### src/rtl/pipe_dest_tracker.sv
// pipe_dest_tracker: tracks destination register and write-enable per pipeline
// stage (EX/MEM/WB) for the forwarding unit, and detects load-use hazards that
// need a one-cycle decode stall with a bubble injected into EX.
module pipe_dest_tracker #(
    parameter int unsigned AW       = 4,
    parameter int unsigned ZERO_REG = 15,
    parameter int unsigned CW       = 16
) (
    input  logic          clk,
    input  logic          reset,
    input  logic          id_valid,
    input  logic [AW-1:0] id_addr_a,
    input  logic [AW-1:0] id_addr_b,
    input  logic          id_use_a,
    input  logic          id_use_b,
    input  logic [AW-1:0] id_dest,
    input  logic          id_regwr,
    input  logic          id_memrd,
    input  logic          flush,
    output logic [AW-1:0] dest_ex,
    output logic [AW-1:0] dest_mem,
    output logic [AW-1:0] dest_wb,
    output logic          regwr_ex,
    output logic          regwr_mem,
    output logic          regwr_wb,
    output logic          memrd_ex,
    output logic          stall,
    output logic [CW-1:0] stall_cnt
);

    // EX needs the load flag for hazard detection; MEM/WB only feed forwarding
    typedef struct packed {
        logic [AW-1:0] dest;
        logic          regwr;
        logic          memrd;
    } ex_rec_t;

    typedef struct packed {
        logic [AW-1:0] dest;
        logic          regwr;
    } wr_rec_t;

    ex_rec_t       ex_q;
    wr_rec_t       mem_q;
    wr_rec_t       wb_q;
    ex_rec_t       dec_rec;
    ex_rec_t       ex_next;
    logic          dec_regwr;
    logic          hit_a;
    logic          hit_b;
    logic [CW-1:0] cnt_q;

    // Qualify decode write-enable: zero register writes are never tracked
    assign dec_regwr = id_valid & id_regwr & (id_dest != AW'(ZERO_REG));

    // Load-use detect against the load currently in EX; flush overrides
    assign hit_a = id_use_a & (id_addr_a == ex_q.dest);
    assign hit_b = id_use_b & (id_addr_b == ex_q.dest);
    assign stall = id_valid & ~flush & ex_q.memrd & ex_q.regwr & (hit_a | hit_b);

    // Decode record, replaced by a bubble on stall, flush or empty decode slot
    always_comb begin
        dec_rec       = '0;
        dec_rec.dest  = id_dest;
        dec_rec.regwr = dec_regwr;
        dec_rec.memrd = id_memrd;
        ex_next       = dec_rec;
        if (stall || flush || !id_valid) begin
            ex_next = '0;
        end
    end

    // Stage records advance every cycle; no downstream back-pressure
    always_ff @(posedge clk) begin
        if (reset) begin
            ex_q  <= '0;
            mem_q <= '0;
            wb_q  <= '0;
        end else begin
            ex_q        <= ex_next;
            mem_q.dest  <= ex_q.dest;
            mem_q.regwr <= ex_q.regwr;
            wb_q        <= mem_q;
        end
    end

    // Saturating stall-cycle counter, cleared only by reset
    always_ff @(posedge clk) begin
        if (reset) begin
            cnt_q <= '0;
        end else if (stall && (cnt_q != {CW{1'b1}})) begin
            cnt_q <= cnt_q + CW'(1);
        end
    end

    assign dest_ex   = ex_q.dest;
    assign regwr_ex  = ex_q.regwr;
    assign memrd_ex  = ex_q.memrd;
    assign dest_mem  = mem_q.dest;
    assign regwr_mem = mem_q.regwr;
    assign dest_wb   = wb_q.dest;
    assign regwr_wb  = wb_q.regwr;
    assign stall_cnt = cnt_q;

endmodule

### config.mk
export PLATFORM = sky130hd
export DESIGN_NAME = pipe_dest_tracker
export DESIGN_NICKNAME = d
export VERILOG_FILES = /design/src/rtl/pipe_dest_tracker.sv
export SDC_FILE = /design/constraint.sdc
export NUM_CORES = 1
export LEC_CHECK = 0
export BUFFER_PORTS_ARGS = -buffer_cell sky130_fd_sc_hd__buf_4
export CAP_MARGIN = 20
export CORE_MARGIN = 3
export CORE_UTILIZATION = 40
export DETAILED_ROUTE_END_ITERATION = 12
export GPL_ROUTABILITY_DRIVEN = 0
export PLACE_DENSITY = 0.7
export SYNTH_ARGS = -nofsm -noshare
export SYNTH_HDL_FRONTEND = slang
export SYNTH_SLANG_ARGS = --single-unit
### constraint.sdc
create_clock -name clk -period 2.1 [get_ports clk]
set_clock_uncertainty 0.15 [all_clocks]
set_input_delay 0.21 -clock clk [delete_from_list [all_inputs] [get_ports clk]]
set_output_delay 0.21 -clock clk [all_outputs]
set_load 0.01 [all_outputs]
# Yosys cells after proc, flatten, opt, wreduce, memory -nomap -nowiden
# Index checks and enable logic that the tools add are counted.
# classes
n_addsub	1
n_eq_ne	4
n_bitwise	10
n_reduce_logical	5
# ops
operator	count
$add A16 B1 Y16 const B	1
$ne A16 B16 Y1 const B	1
$and A1 B1 Y1	8
$eq A4 B4 Y1	2
$ne A4 B4 Y1 const B	1
$logic_or A1 B1 Y1	2
$reduce_or A2 Y1	1
$logic_and A1 B1 Y1	1
$logic_not A1 Y1	1
$not A1 Y1	1
$or A1 B1 Y1	1
# word_totals
ff_bits	32
inputBits	20
word_cells	28

# Longest topological paths before layout
# logic_depth
ltp_word	8
ltp_mapped	8
ltp_nobuf	7

# Worst setup path before layout
# OpenSTA, ideal clock, no wires.
# synth_path
path_type	register to register
startpoint	register cnt_q[0], in the netlist stall_cnt[0]
endpoint	register cnt_q[1], in the netlist stall_cnt[1]
setup_time_ns	0.128
arrival_time_ns	1.901
required_time_ns	1.822
slack_ns	-0.079
path_stages_with_launch	9
synth_period_minus_slack_ns	2.179
path_cell_list	dfxtp_1 ha_1 and4_4 or3b_4 or2_4 o21ai_2 buf_6 mux2i_1 nor2_1
# synth_between
elab_chain_len	2
word_cells_on_any_way	3
classes_between	1 x add/sub; 1 x eq/ne; 1 x reduce/logical
# synth_lines
element	line_no	rtl
start: declaration	51	logic [CW-1:0] cnt_q;
start signal: assignment	92	cnt_q <= cnt_q + CW'(1);
parallel branches: the longest is 2 deep, another holds $add A16 B1 Y16	n/a	
# Several ways; the timed one is not identified.
# A chain may end at the register's enable or synchronous reset.

# Worst setup path in the final report
# Same ends and word-level chain as after synthesis.

==> run summary <==
The flow ran to the end, and the final reports show no timing, DRC or antenna violations. The maximum cell stage delay along the critical path is 380 ps. The top cell types in the final layout, fill and taps aside, are sky130_fd_sc_hd__buf_4, sky130_fd_sc_hd__dfxtp_1, sky130_fd_sc_hd__nor2b_1, sky130_fd_sc_hd__a21oi_1.

Cell area after placement: 1873 um^2. The initial core utilization was 43.29%. The signal on the critical path passes through ha_4, and4_4, or3b_4, or2_4, o21ai_4, mux2i_1, nor2_1.

The largest net degree at the start of global routing was 28; the post-layout instance count excluding filler cells was 264. Summed over all failing endpoints, the final setup total negative slack is 0 ps. The startpoint kind of the worst setup timing path was a flop. The horizontal die dimension works out to 64.42 um.

TritonCTS built the clock tree. For the pin with the worst max-slew slack, the measured transition is 323.6 ps. For the via count of the first global-routing pass, the log shows 1196. The logs give 2 for the H-tree level count and 5 for the CTS buffer count. The layout cell share with drive strength beyond 1 is 41.36%, and the number of max-capacitance violations reported is 0.

For this block, the initial DRC count from the detailed router was 61. For the clock latency reported for the late side of the worst-skew pair, the log shows 330 ps. The clock-pin slew on the worst setup and hold paths is 90 ps, and the overall power of the completed layout is 1.056 mW.

Measured along the y axis, the die boundary spans 64.42 um. The run gives 2 as the maximum root-to-sink buffer count. The count of synthesis-stage warnings from yosys was 0.

Global routing used 16.58% of the available tracks. The minimum clock period after layout works out to 2029 ps. The worst setup path is captured at a flop. The run gives 32 as the number of clock sinks seen by CTS. The first-pass GRT wire length is 5.299 mm, and the count of standard-cell rows is 20. The tools report the placed wire-length estimate after detailed placement as 2.525 mm. Setup repair after global routing could not meet its margin everywhere. The critical setup path kind is flop to flop. Dividing the detail-routed wire length by the instance count gives 13.08 um. The share of flip-flops with an asynchronous set or reset after synthesis was 0%; the detailed-routing iteration count for the pre-antenna-repair pass was 4. The logs give 46.93% for the sequential area share after synthesis and 0.8792 nW for the leakage power of the design.

In this run the remaining antenna-violating nets after routing total 0. The region available for standard cell placement spans 3153 um^2. The floorplan step defined a die boundary enclosing 4149 um^2. The number of antenna violations at the first check in global routing is 0, and the number of pins exceeding their max-slew limit in the final report is 0. Power density over the cells: 506.7 nW/um^2. For the utilization after layout, the log shows 66.07%. Including well taps, the total number of placed cells is 244.

The tools report the number of hold-slack violations in the final timing report as 0. The area growth from synthesis to layout is 52.61%. After global routing the overflow that remains totals 0.

The synthesized instance count is 143. The synthesized design contains 0 enable-type register cells. For this design, the slowest cell found on the critical path is sky130_fd_sc_hd__dfxtp_4. The final net count was 240. The detailed router placed 1346 vias in this run. For the area of all placed cells without fillers, the log shows 2083 um^2. Measured against its own limit, the worst slew margin works out to 78.43%. In the routed design, unresolved DRC markers number 0.

The worst-case IR drop observed on VDD is 0.3633 mV. Along the worst path, the maximum fanout reaches 6. The final critical path takes up 96.60% of the cycle. For this run, the leading register cell type out of synthesis is sky130_fd_sc_hd__dfxtp_1. Leaving out fill and tap cells, the most frequent cell in the layout is sky130_fd_sc_hd__buf_4.

In this run the worst hold path is classified as primary input to flop. The filler cells instantiated in the layout total 274. The minimum setup slack after placement came out at -12.15 ps. Setup slack after layout: 71.44 ps.

Required time of the critical path: 2160 ps. Clock tree synthesis selected as its root buffer the cell sky130_fd_sc_hd__clkbuf_4. Dividing the detail-routed via count by the number of cells gives 5.098.

The tools report the maximum clock rate as 493.0 MHz. The diode insertion count for antenna repair came out at 0. After synthesis, the mean cell area works out to 9.546 um^2. The total standard cell area after synthesis was 1365 um^2.

Input and output buffers added on the ports amount to 52. The run gives 57.49 ps as the worst hold margin. In this run the count of I/O pins placed on the die edge is 53. The number of nets handed over by synthesis was 164. Synthesis inferred 32 register bits. For the worst setup path, the data arrival time is 2090 ps.

The netlist uses 39 different library cells. After detailed routing, the total wire length is 3.454 mm. Setup violations remaining at the end of the flow were counted as 0.
[worst paths after layout]
path                 from           end  slack (ps)  cells after the start
max          stall_cnt[0]  stall_cnt[1]          70                      7
min                 flush      memrd_ex          60                      3
max reg2reg  stall_cnt[0]  stall_cnt[1]          70                      7
min reg2reg   dest_mem[2]    dest_wb[2]         320                      1
[report_power, final]
group          leakage [nW]  switching, mW  total (mW)  internal, mW
Sequential            0.261        0.00340       0.613         0.610
Clock                0.0326          0.195       0.360         0.165
Combinational         0.586         0.0320      0.0822        0.0502
Total                 0.879          0.231        1.06         0.825
[state kept, by name, indices dropped and copies added (netlist names)]
signal	flops
dest_ex	4
dest_mem	4
dest_wb	4
memrd_ex	1
regwr_ex	1
regwr_mem	1
regwr_wb	1
stall_cnt	16
[kinds of logic (layout without fill, tap and decap cells)]
kind of cell	count (synthesis)	count (layout)	share of synthesized area (%)
AOI/OAI and AO/OA	31	32	13.84
adders and majority gates	1	1	0.9164
muxes	1	1	0.7333
xor gates and xnor gates	10	10	6.416
DFF	32	32	46.93
buffers and inverters	8	84	2.749
and+or+nand+nor	60	60	28.41
[worst max-delay path: cells and delay by family, from the launching register on]
family | cells | cell delay (ps)
AOI/OAI and AO/OA | 1 | 100
adders and majority gates | 1 | 140
DFF | 1 | 380
muxes | 1 | 220
and+or+nand+nor | 4 | 920
[Yosys cell counts, types with 2 or more instances]
library cell | instances | share of area [%]
sky130_fd_sc_hd__a31oi_1 | 3 | 1.4
sky130_fd_sc_hd__o21ai_0 | 7 | 2.6
sky130_fd_sc_hd__and3_1 | 3 | 1.4
sky130_fd_sc_hd__nand4_1 | 4 | 1.8
sky130_fd_sc_hd__clkbuf_1 | 3 | 0.82
sky130_fd_sc_hd__or3_1 | 8 | 3.7
sky130_fd_sc_hd__nand3_1 | 4 | 1.5
sky130_fd_sc_hd__xnor2_1 | 4 | 2.6
sky130_fd_sc_hd__or4_1 | 3 | 1.6
sky130_fd_sc_hd__o31ai_1 | 3 | 1.6
sky130_fd_sc_hd__dfxtp_1 | 32 | 47
sky130_fd_sc_hd__a211oi_1 | 2 | 1.1
sky130_fd_sc_hd__nor2_1 | 6 | 1.6
sky130_fd_sc_hd__nor2b_1 | 10 | 4.6
sky130_fd_sc_hd__a21oi_1 | 11 | 4.0
sky130_fd_sc_hd__inv_1 | 3 | 0.82
sky130_fd_sc_hd__nand2_1 | 5 | 1.4
sky130_fd_sc_hd__xor2_1 | 6 | 3.8
sky130_fd_sc_hd__and2_1 | 6 | 2.8
[routing by layer]
| layer | track usage, % | vias up | wire (um) |
|---|---|---|---|
| li1 | - | 671 | - |
| met1 | 20.07 | 629 | 1503 |
| met2 | 27.84 | 41 | 1719 |
| met4 | 6.332 | 0 | 44 |
| met3 | 4.679 | 5 | 187 |
| met5 | 0 | - | 0 |
[cell type report]
type / count / area (um^2) / share of cell area [%]
Multi-Input combinational cell: 104 / 743.2 / 35.68
Tap cell: 44 / 55.05 / 2.643
Timing Repair Buffer: 72 / 559.3 / 26.85
Clock buffer: 8 / 58.81 / 2.823
Inverter: 4 / 17.52 / 0.8408
Sequential cell: 32 / 649.4 / 31.17
[timing repair]
action,4_1_cts,5_1_grt
setup buffers,0,5
endpoints found under the setup margin,2,5
cloned,0,1
resized for setup,2,9
pin swaps,0,6
hold endpoints to repair,6,0
hold buffers,6,0
(Power assumes the default switching activity.)
